==> src/rtl/ddr_app_sequencer.sv <==
// Single-transaction sequencer from the DDR bus arbiter to the MIG 7-series app interface.
// Optional watchdog is compiled in when DDR_APP_TIMEOUT_EN is defined.
module ddr_app_sequencer #(
    parameter int unsigned ADDR_WIDTH     = 28,
    parameter int unsigned DATA_WIDTH     = 128,
    parameter int unsigned MASK_WIDTH     = 16,
    parameter int unsigned TIMEOUT_CYCLES = 1024
) (
    input  logic                  clk_166M66,
    input  logic                  mcu_sys_rst,
    input  logic                  i_init_calib_complete,
    input  logic                  i_req_valid,
    output logic                  o_req_ready,
    input  logic                  i_req_rw,
    input  logic [ADDR_WIDTH-1:0] i_req_addr,
    input  logic [DATA_WIDTH-1:0] i_req_wdata,
    input  logic [MASK_WIDTH-1:0] i_req_wmask,
    output logic                  o_rsp_valid,
    output logic [DATA_WIDTH-1:0] o_rsp_rdata,
    output logic                  o_timeout_err,
    output logic [ADDR_WIDTH-1:0] o_app_addr,
    output logic [2:0]            o_app_cmd,
    output logic                  o_app_en,
    input  logic                  i_app_rdy,
    output logic [DATA_WIDTH-1:0] o_app_wdf_data,
    output logic [MASK_WIDTH-1:0] o_app_wdf_mask,
    output logic                  o_app_wdf_wren,
    output logic                  o_app_wdf_end,
    input  logic                  i_app_wdf_rdy,
    input  logic [DATA_WIDTH-1:0] i_app_rd_data,
    input  logic                  i_app_rd_data_valid
);

    localparam logic [2:0] CmdWrite = 3'b000;
    localparam logic [2:0] CmdRead  = 3'b001;

    typedef enum logic [2:0] {StIdle, StWr, StRd, StRdWait, StDone} state_e;

    state_e                state_q, state_d;
    logic                  ready_q, ready_d;
    logic                  app_en_q, app_en_d;
    logic                  wren_q, wren_d;
    logic [ADDR_WIDTH-1:0] addr_q, addr_d;
    logic [2:0]            cmd_q, cmd_d;
    logic [DATA_WIDTH-1:0] wdata_q, wdata_d;
    logic [MASK_WIDTH-1:0] wmask_q, wmask_d;
    logic                  rsp_valid_q, rsp_valid_d;
    logic [DATA_WIDTH-1:0] rdata_q, rdata_d;
    logic                  terr_q, terr_d;
    logic                  tout_q, tout_d;
    logic                  accept;
    logic                  expire;

    assign accept = (state_q == StIdle) && i_req_valid && ready_q;

`ifdef DDR_APP_TIMEOUT_EN
    localparam int unsigned CntWidth = $clog2(TIMEOUT_CYCLES + 1);
    localparam logic [CntWidth-1:0] CntLast = CntWidth'(TIMEOUT_CYCLES - 1);

    logic [CntWidth-1:0] cnt_q, cnt_d;
    logic                busy;

    assign busy   = (state_q == StWr) || (state_q == StRd) || (state_q == StRdWait);
    assign expire = busy && (cnt_q == CntLast);

    always_comb begin
        cnt_d = cnt_q;
        if (accept) begin
            cnt_d = '0;
        end else if (busy) begin
            cnt_d = cnt_q + 1'b1;
        end
    end

    always_ff @(posedge clk_166M66) begin
        if (mcu_sys_rst) begin
            cnt_q <= '0;
        end else begin
            cnt_q <= cnt_d;
        end
    end
`else
    logic unused_timeout;
    assign unused_timeout = ^TIMEOUT_CYCLES;
    assign expire         = 1'b0;
`endif

    always_comb begin
        state_d     = state_q;
        ready_d     = 1'b0;
        app_en_d    = app_en_q;
        wren_d      = wren_q;
        addr_d      = addr_q;
        cmd_d       = cmd_q;
        wdata_d     = wdata_q;
        wmask_d     = wmask_q;
        rsp_valid_d = 1'b0;
        rdata_d     = rdata_q;
        terr_d      = 1'b0;
        tout_d      = tout_q;

        unique case (state_q)
            StIdle: begin
                ready_d = i_init_calib_complete;
                if (accept) begin
                    ready_d  = 1'b0;
                    addr_d   = i_req_addr;
                    cmd_d    = i_req_rw ? CmdWrite : CmdRead;
                    wdata_d  = i_req_wdata;
                    wmask_d  = i_req_wmask;
                    app_en_d = 1'b1;
                    wren_d   = i_req_rw;
                    tout_d   = 1'b0;
                    state_d  = i_req_rw ? StWr : StRd;
                end
            end
            StWr: begin
                // Command and data handshakes retire independently.
                if (app_en_q && i_app_rdy) begin
                    app_en_d = 1'b0;
                end
                if (wren_q && i_app_wdf_rdy) begin
                    wren_d = 1'b0;
                end
                if (!app_en_d && !wren_d) begin
                    state_d = StDone;
                end
            end
            StRd: begin
                if (i_app_rdy) begin
                    app_en_d = 1'b0;
                    state_d  = StRdWait;
                end
            end
            StRdWait: begin
                if (i_app_rd_data_valid) begin
                    rdata_d = i_app_rd_data;
                    state_d = StDone;
                end
            end
            StDone: begin
                rsp_valid_d = 1'b1;
                terr_d      = tout_q;
                ready_d     = i_init_calib_complete;
                state_d     = StIdle;
            end
            default: begin
                state_d = StIdle;
            end
        endcase

        // A handshake completing on the expiry edge still counts as a normal finish.
        if (expire && (state_d != StDone)) begin
            app_en_d = 1'b0;
            wren_d   = 1'b0;
            tout_d   = 1'b1;
            state_d  = StDone;
        end
    end

    always_ff @(posedge clk_166M66) begin
        if (mcu_sys_rst) begin
            state_q     <= StIdle;
            ready_q     <= 1'b0;
            app_en_q    <= 1'b0;
            wren_q      <= 1'b0;
            addr_q      <= '0;
            cmd_q       <= 3'b000;
            wdata_q     <= '0;
            wmask_q     <= '0;
            rsp_valid_q <= 1'b0;
            rdata_q     <= '0;
            terr_q      <= 1'b0;
            tout_q      <= 1'b0;
        end else begin
            state_q     <= state_d;
            ready_q     <= ready_d;
            app_en_q    <= app_en_d;
            wren_q      <= wren_d;
            addr_q      <= addr_d;
            cmd_q       <= cmd_d;
            wdata_q     <= wdata_d;
            wmask_q     <= wmask_d;
            rsp_valid_q <= rsp_valid_d;
            rdata_q     <= rdata_d;
            terr_q      <= terr_d;
            tout_q      <= tout_d;
        end
    end

    assign o_req_ready    = ready_q;
    assign o_rsp_valid    = rsp_valid_q;
    assign o_rsp_rdata    = rdata_q;
    assign o_timeout_err  = terr_q;
    assign o_app_addr     = addr_q;
    assign o_app_cmd      = cmd_q;
    assign o_app_en       = app_en_q;
    assign o_app_wdf_data = wdata_q;
    assign o_app_wdf_mask = wmask_q;
    assign o_app_wdf_wren = wren_q;
    assign o_app_wdf_end  = wren_q;

endmodule
==> config.mk <==
export PLATFORM = sky130hd
export DESIGN_NAME = ddr_app_sequencer
export DESIGN_NICKNAME = d
export VERILOG_FILES = /design/src/rtl/ddr_app_sequencer.sv
export SDC_FILE = /design/constraint.sdc
export NUM_CORES = 1
export LEC_CHECK = 0
export CAP_MARGIN = 20
export CORE_AREA = 3 3 239 241
export DETAILED_ROUTE_END_ITERATION = 16
export DIE_AREA = 0 0 242 244
export SLEW_MARGIN = 30
export SYNTH_ARGS = -nofsm -noshare
export SYNTH_HDL_FRONTEND = slang
export SYNTH_SLANG_ARGS = --single-unit
==> constraint.sdc <==
create_clock -name clk_166M66 -period 4.3 [get_ports clk_166M66]
set_clock_uncertainty 0.15 [all_clocks]
set_input_delay 0.43 -clock clk_166M66 [delete_from_list [all_inputs] [get_ports clk_166M66]]
set_output_delay 0.43 -clock clk_166M66 [all_outputs]
set_load 0.02 [all_outputs]
# Yosys cells after proc, flatten, opt, wreduce, memory -nomap -nowiden
# Index checks and enable logic that the tools add are counted.
# totals
reg_bits	310
in_bits	308
out_inout_bits	309
word_cells	52
# op_classes
n_eq_ne	8
mux	19
reduce_logical	15
# ops
cell	n
$mux W3	4
$pmux W3 S4	1
$mux W1	10
$ne A2 B2 Y1 const B	4
$eq A3 B2 Y1 const B	2
$reduce_and A2 Y1	3
$logic_and A1 B1 Y1	5
$pmux W1 S2	2
$reduce_and A4 Y1	1
$eq A3 B1 Y1 const B	1
$eq A3 B3 Y1 const B	1
$logic_not A3 Y1	1
$pmux W1 S3	1
$reduce_and A3 Y1	1
$reduce_bool A3 Y1	1
$logic_not A1 Y1	2
$mux W2	1
$reduce_bool A2 Y1	1

# Longest topological paths before layout
# logic_depth
ltp_word	7
depth_mapped	6
ltp_nobuf	3

# Worst setup path after synthesis
# No wires, ideal clock.
# synth_path
kind	input-to-reg
from	input mcu_sys_rst
to	register wdata_q[100] (netlist: o_app_wdf_data[100])
setup_time_ps	132
t_arrival_ps	1216
required_time_ps	4018
path_slack_ps	2802
cell_stages	4
path_buffers	3
cell_sequence	buf_2 > clkbuf_1 > clkbuf_1 > a21oi_1
# synth_lines
element	line_no	rtl
from (decl)	10	input logic mcu_sys_rst,
to (signal assigned)	182	wdata_q <= wdata_d;
to (decl)	45	logic [DATA_WIDTH-1:0] wdata_q, wdata_d;
# No word-level cell between the ends.

# Worst setup path in the final report
# layout_path
from	register state_q[1]
to	register rdata_q[56] (netlist: o_rsp_rdata[56])
# layout_between
elab_chain_len	2
# layout_lines
element	line_no	rtl
from (decl)	39	state_e state_q, state_d;
from (signal assigned)	163	state_q <= StIdle;
from (signal assigned)	176	state_q <= state_d;
$eq A3 B2 Y1	102	unique case (state_q)
$reduce_and A2 Y1 (no source line)	--	
to (signal assigned)	185	rdata_q <= rdata_d;
to (decl)	48	logic [DATA_WIDTH-1:0] rdata_q, rdata_d;
# Every way passes these cells.
# A chain may end at the register's enable or synchronous reset.

==> run_summary.xml <==
<?xml version="1.0" encoding="UTF-8"?>
<metrics>
  <group name="cts">
    <metric name="clock_tree.buffer_depth" unit="">3</metric>
    <metric name="clock_sinks" unit="">308</metric>
    <metric name="root_buffer" unit="">clkbuf_16</metric>
    <metric name="cts_buffers" unit="">37</metric>
    <metric name="cts_tree" unit="">done</metric>
    <metric name="cts.clk_slew.worst_paths" unit="ns">0.06</metric>
    <metric name="cts-hold-fix-buffers" unit="">0</metric>
    <metric name="cts_max_level" unit="">2</metric>
    <metric name="postCtsResizedCells" unit="">0</metric>
    <metric name="clock_insertion_delay_at_the_later_pin_of_the_skew_report" unit="ns">0.53</metric>
    <metric name="cts_setup_buffers" unit="">0</metric>
  </group>
  <group name="die">
    <metric name="design.core.area" unit="sq um">55090</metric>
    <metric name="floorplan.die_area" unit="sq um">59050</metric>
    <metric name="fp.dieH" unit="um">244</metric>
    <metric name="row_count" unit="">86</metric>
    <metric name="start_util" unit="%">20.62</metric>
    <metric name="die_x" unit="um">242</metric>
    <metric name="ioPinCount" unit="">617</metric>
  </group>
  <group name="setup_path">
    <metric name="number_of_cells_on_the_critical_path" unit="">4</metric>
    <metric name="timing.critical_path.arrival" unit="ns">2.57</metric>
    <metric name="critical_path.n_buffers_inverters" unit="">1</metric>
    <metric name="crit_path_max_incr_delay" unit="ns">0.76</metric>
    <metric name="timing.critical_path.from_type" unit="">flop</metric>
    <metric name="highest_delay_cell_along_the_critical_path" unit="">and4b_4</metric>
    <metric name="critPathCaptureType" unit="">flop</metric>
    <metric name="crit_type" unit="">flop to flop</metric>
    <metric name="critPathMaxFanout" unit="">50</metric>
    <metric name="critical_path.cell_chain" unit="">and4b_4, buf_4, nand2_1, a21oi_1</metric>
    <metric name="rr_worst_depth" unit="">4</metric>
    <metric name="critPathTopFamily" unit="">simple AND/OR/NAND/NOR gates</metric>
    <metric name="critPathRequiredTime" unit="ns">4.60</metric>
  </group>
  <group name="synth">
    <metric name="ys_async_sr_fraction" unit="%">0</metric>
    <metric name="synth_enable_flop_cells" unit="">0</metric>
    <metric name="synth.cells.most_frequent" unit="">dfxtp_1 (308), a21oi_1 (305), nand2_1 (258)</metric>
    <metric name="synth_cells" unit="">1389</metric>
    <metric name="yosysMostFrequentCell" unit="">dfxtp_1</metric>
    <metric name="synthDistinctLibCells" unit="">33</metric>
    <metric name="cell_type_contributing_the_most_total_cell_area_after_synthesis" unit="">dfxtp_1</metric>
    <metric name="yosysWarningCount" unit="">0</metric>
    <metric name="synth_sequential_area_ratio" unit="%">54.27</metric>
    <metric name="post_synth_main_area_contributors" unit="">dfxtp_1 (54%), a21oi_1 (13%), nand2_1 (8.5%), nand3_1 (7.6%), o21ai_0 (7.6%)</metric>
    <metric name="post_synth.cell_area_avg" unit="sq um">8.180</metric>
    <metric name="post-synth-top-area-fraction" unit="%">54.27</metric>
    <metric name="synth_flop_cell" unit="">dfxtp_1</metric>
    <metric name="netlist_area_before_placement" unit="sq um">11360</metric>
    <metric name="ys_ff_latch" unit="">308</metric>
  </group>
  <group name="global_route">
    <metric name="gr-usage-met3" unit="%">5.252</metric>
    <metric name="first_global_vias" unit="">12090</metric>
    <metric name="groute.usage.overall" unit="%">15.37</metric>
    <metric name="use_met1" unit="%">17.21</metric>
    <metric name="globalRouteMet2Util" unit="%">26.86</metric>
    <metric name="global_route.overflow_total" unit="">0</metric>
    <metric name="grt_pass1_wl" unit="um">72420</metric>
    <metric name="grt_max_degree" unit="">175</metric>
    <metric name="busiest_layer" unit="">met2</metric>
    <metric name="antenna_violations_before_repair" unit="">1</metric>
  </group>
  <group name="detailed_routing">
    <metric name="detailedRoute.firstIterationViolations" unit="">545</metric>
    <metric name="route.final.wire_length" unit="um">48180</metric>
    <metric name="ant_nets" unit="">0</metric>
    <metric name="wire_per_inst" unit="um">17.87</metric>
    <metric name="drc" unit="">0</metric>
    <metric name="routed_via_density" unit="">4.479</metric>
    <metric name="detailroute.via_count" unit="">12080</metric>
    <metric name="drt-pass1-iter-count" unit="">4</metric>
  </group>
  <group name="place">
    <metric name="port-buffer-count" unit="">613</metric>
    <metric name="routabilityCongestion" unit="">0.8672</metric>
    <metric name="dp.final_hpwl" unit="um">33360</metric>
  </group>
  <group name="outcome">
    <metric name="run_status" unit="">complete, no violations</metric>
  </group>
  <group name="timing">
    <metric name="finalMaxSlewViolations" unit="">0</metric>
    <metric name="tightest_slew" unit="ns">0.9901</metric>
    <metric name="timing.slew.headroom" unit="%">33.99</metric>
    <metric name="maxClockFrequency" unit="MHz">440.4</metric>
    <metric name="period_share" unit="%">52.80</metric>
    <metric name="hold_viol_final" unit="">0</metric>
    <metric name="count_of_final_setup_violators" unit="">0</metric>
    <metric name="setup_tns" unit="ns">0</metric>
    <metric name="grt_setup_unrepaired" unit="">false</metric>
    <metric name="hold_slack" unit="ns">0.2524</metric>
    <metric name="min_period" unit="ns">2.271</metric>
  </group>
  <group name="final_layout">
    <metric name="postLayoutCoreUtil" unit="%">34.85</metric>
    <metric name="layout-area-overhead-vs-synth" unit="%">68.97</metric>
    <metric name="nNetsFinal" unit="">2227</metric>
    <metric name="filler_cell_count" unit="">5700</metric>
    <metric name="final_layout_size_suffix_gt1_share" unit="%">4.417</metric>
  </group>
  <group name="power">
    <metric name="static_leakage_power" unit="nW">6.236</metric>
    <metric name="worst_ir_drop_vdd" unit="mV">0.3017</metric>
    <metric name="powerDensity" unit="nW/um^2">355.6</metric>
  </group>
  <group name="hold_path">
    <metric name="whs_path_depth" unit="">3</metric>
    <metric name="hp-class" unit="">input port to flop</metric>
  </group>
  <group name="flow_run">
    <metric name="timing.max_cap.violations" unit="">0</metric>
  </group>
</metrics>
==> per-layer routing <==
layer,vias to the layer above,share of wire [%]
met3,72,8.6
li1,5815,-
met4,0,3.5
met2,497,49
met1,5692,39
met5,-,0
==> cells in the final DEF, fill, tap and decap left out, types with 2 or more instances in the layout <==
cell type,netlist,final
buf_4,16,10
clkdlybuf4s50_1,0,612
inv_6,0,2
clkinv_2,0,5
a21oi_1,305,305
nand2b_1,2,2
nand3_1,173,173
clkbuf_8,0,10
conb_1,1,3
nor2b_1,2,2
inv_1,2,2
o21ai_0,173,173
nor3b_1,2,2
nand2_1,258,258
clkbuf_1,60,8
nor3_1,2,2
buf_12,0,11
clkbuf_16,0,39
clkinv_4,0,2
dfxtp_1,308,308
==> flip-flops by register name, indices dropped and copies added, names as in the netlist, 3 cells and up <==
name,cells
o_app_addr,28
state_q,3
o_app_wdf_data,128
o_app_wdf_mask,16
o_rsp_rdata,128
==> final cells by class <==
type                    instances  area (sq um)  area share [%]
clock inverters                10         67.56          0.3519
diodes                          1         2.502         0.01303
multi-input cells             936          4439           23.12
repair buffers                634          6436           33.52
well taps                     748         935.9           4.875
clock buffers                  57          1144           5.957
flip-flops and latches        308          6166           32.12
inverters                       2         7.507         0.03910
==> cell families after synthesis <==
kind of cell,synth area share (%)
other,0.03300
and+or+nand+nor,17.19
xor gates and xnor gates,0.07710
DFF,54.27
buffers and inverters,6.794
AOI/OAI and AO/OA,21.64
==> worst register-to-register path, stage by stage, from the launching register on <==
cell	delay (ns)
dfxtp_1	0.59
and4b_4	0.76
buf_4	0.42
nand2_1	0.14
a21oi_1	0.13
==> stage by stage <==
stage / setup slack, ns / power (mW) / std cells / cell area, sq um
after floorplan: 2.802 / 3.302 / 1391 / 11370
after global placement: 1.572 / 3.781 / 2627 / 17980
after detailed placement: 1.475 / 3.787 / 2627 / 17980
after CTS: 1.757 / 6.947 / 2694 / 19190
after global routing: 1.857 / 7.099 / 2695 / 19200
final: 2.029 / 6.827 / 2696 / 19200
==> worst paths after layout <==
| check | start | end | slack, ns |
|---|---|---|---|
| max | state_q[1] | o_rsp_rdata[56] | 2.03 |
| max reg2reg | state_q[1] | o_rsp_rdata[56] | 2.03 |
| min reg2reg | o_rsp_rdata[45] | o_rsp_rdata[45] | 0.30 |
| min | mcu_sys_rst | o_app_addr[15] | 0.25 |
==> power by group <==
part / leakage (nW) / internal, mW / total [mW] / switching, mW
Sequential: 2.49 / 2.92 / 2.95 / 0.0319
Combinational: 3.15 / 0.411 / 0.775 / 0.364
Clock: 0.599 / 1.84 / 3.10 / 1.26
Total: 6.24 / 5.17 / 6.83 / 1.66
Note: power is estimated with default switching activity, not from simulation.
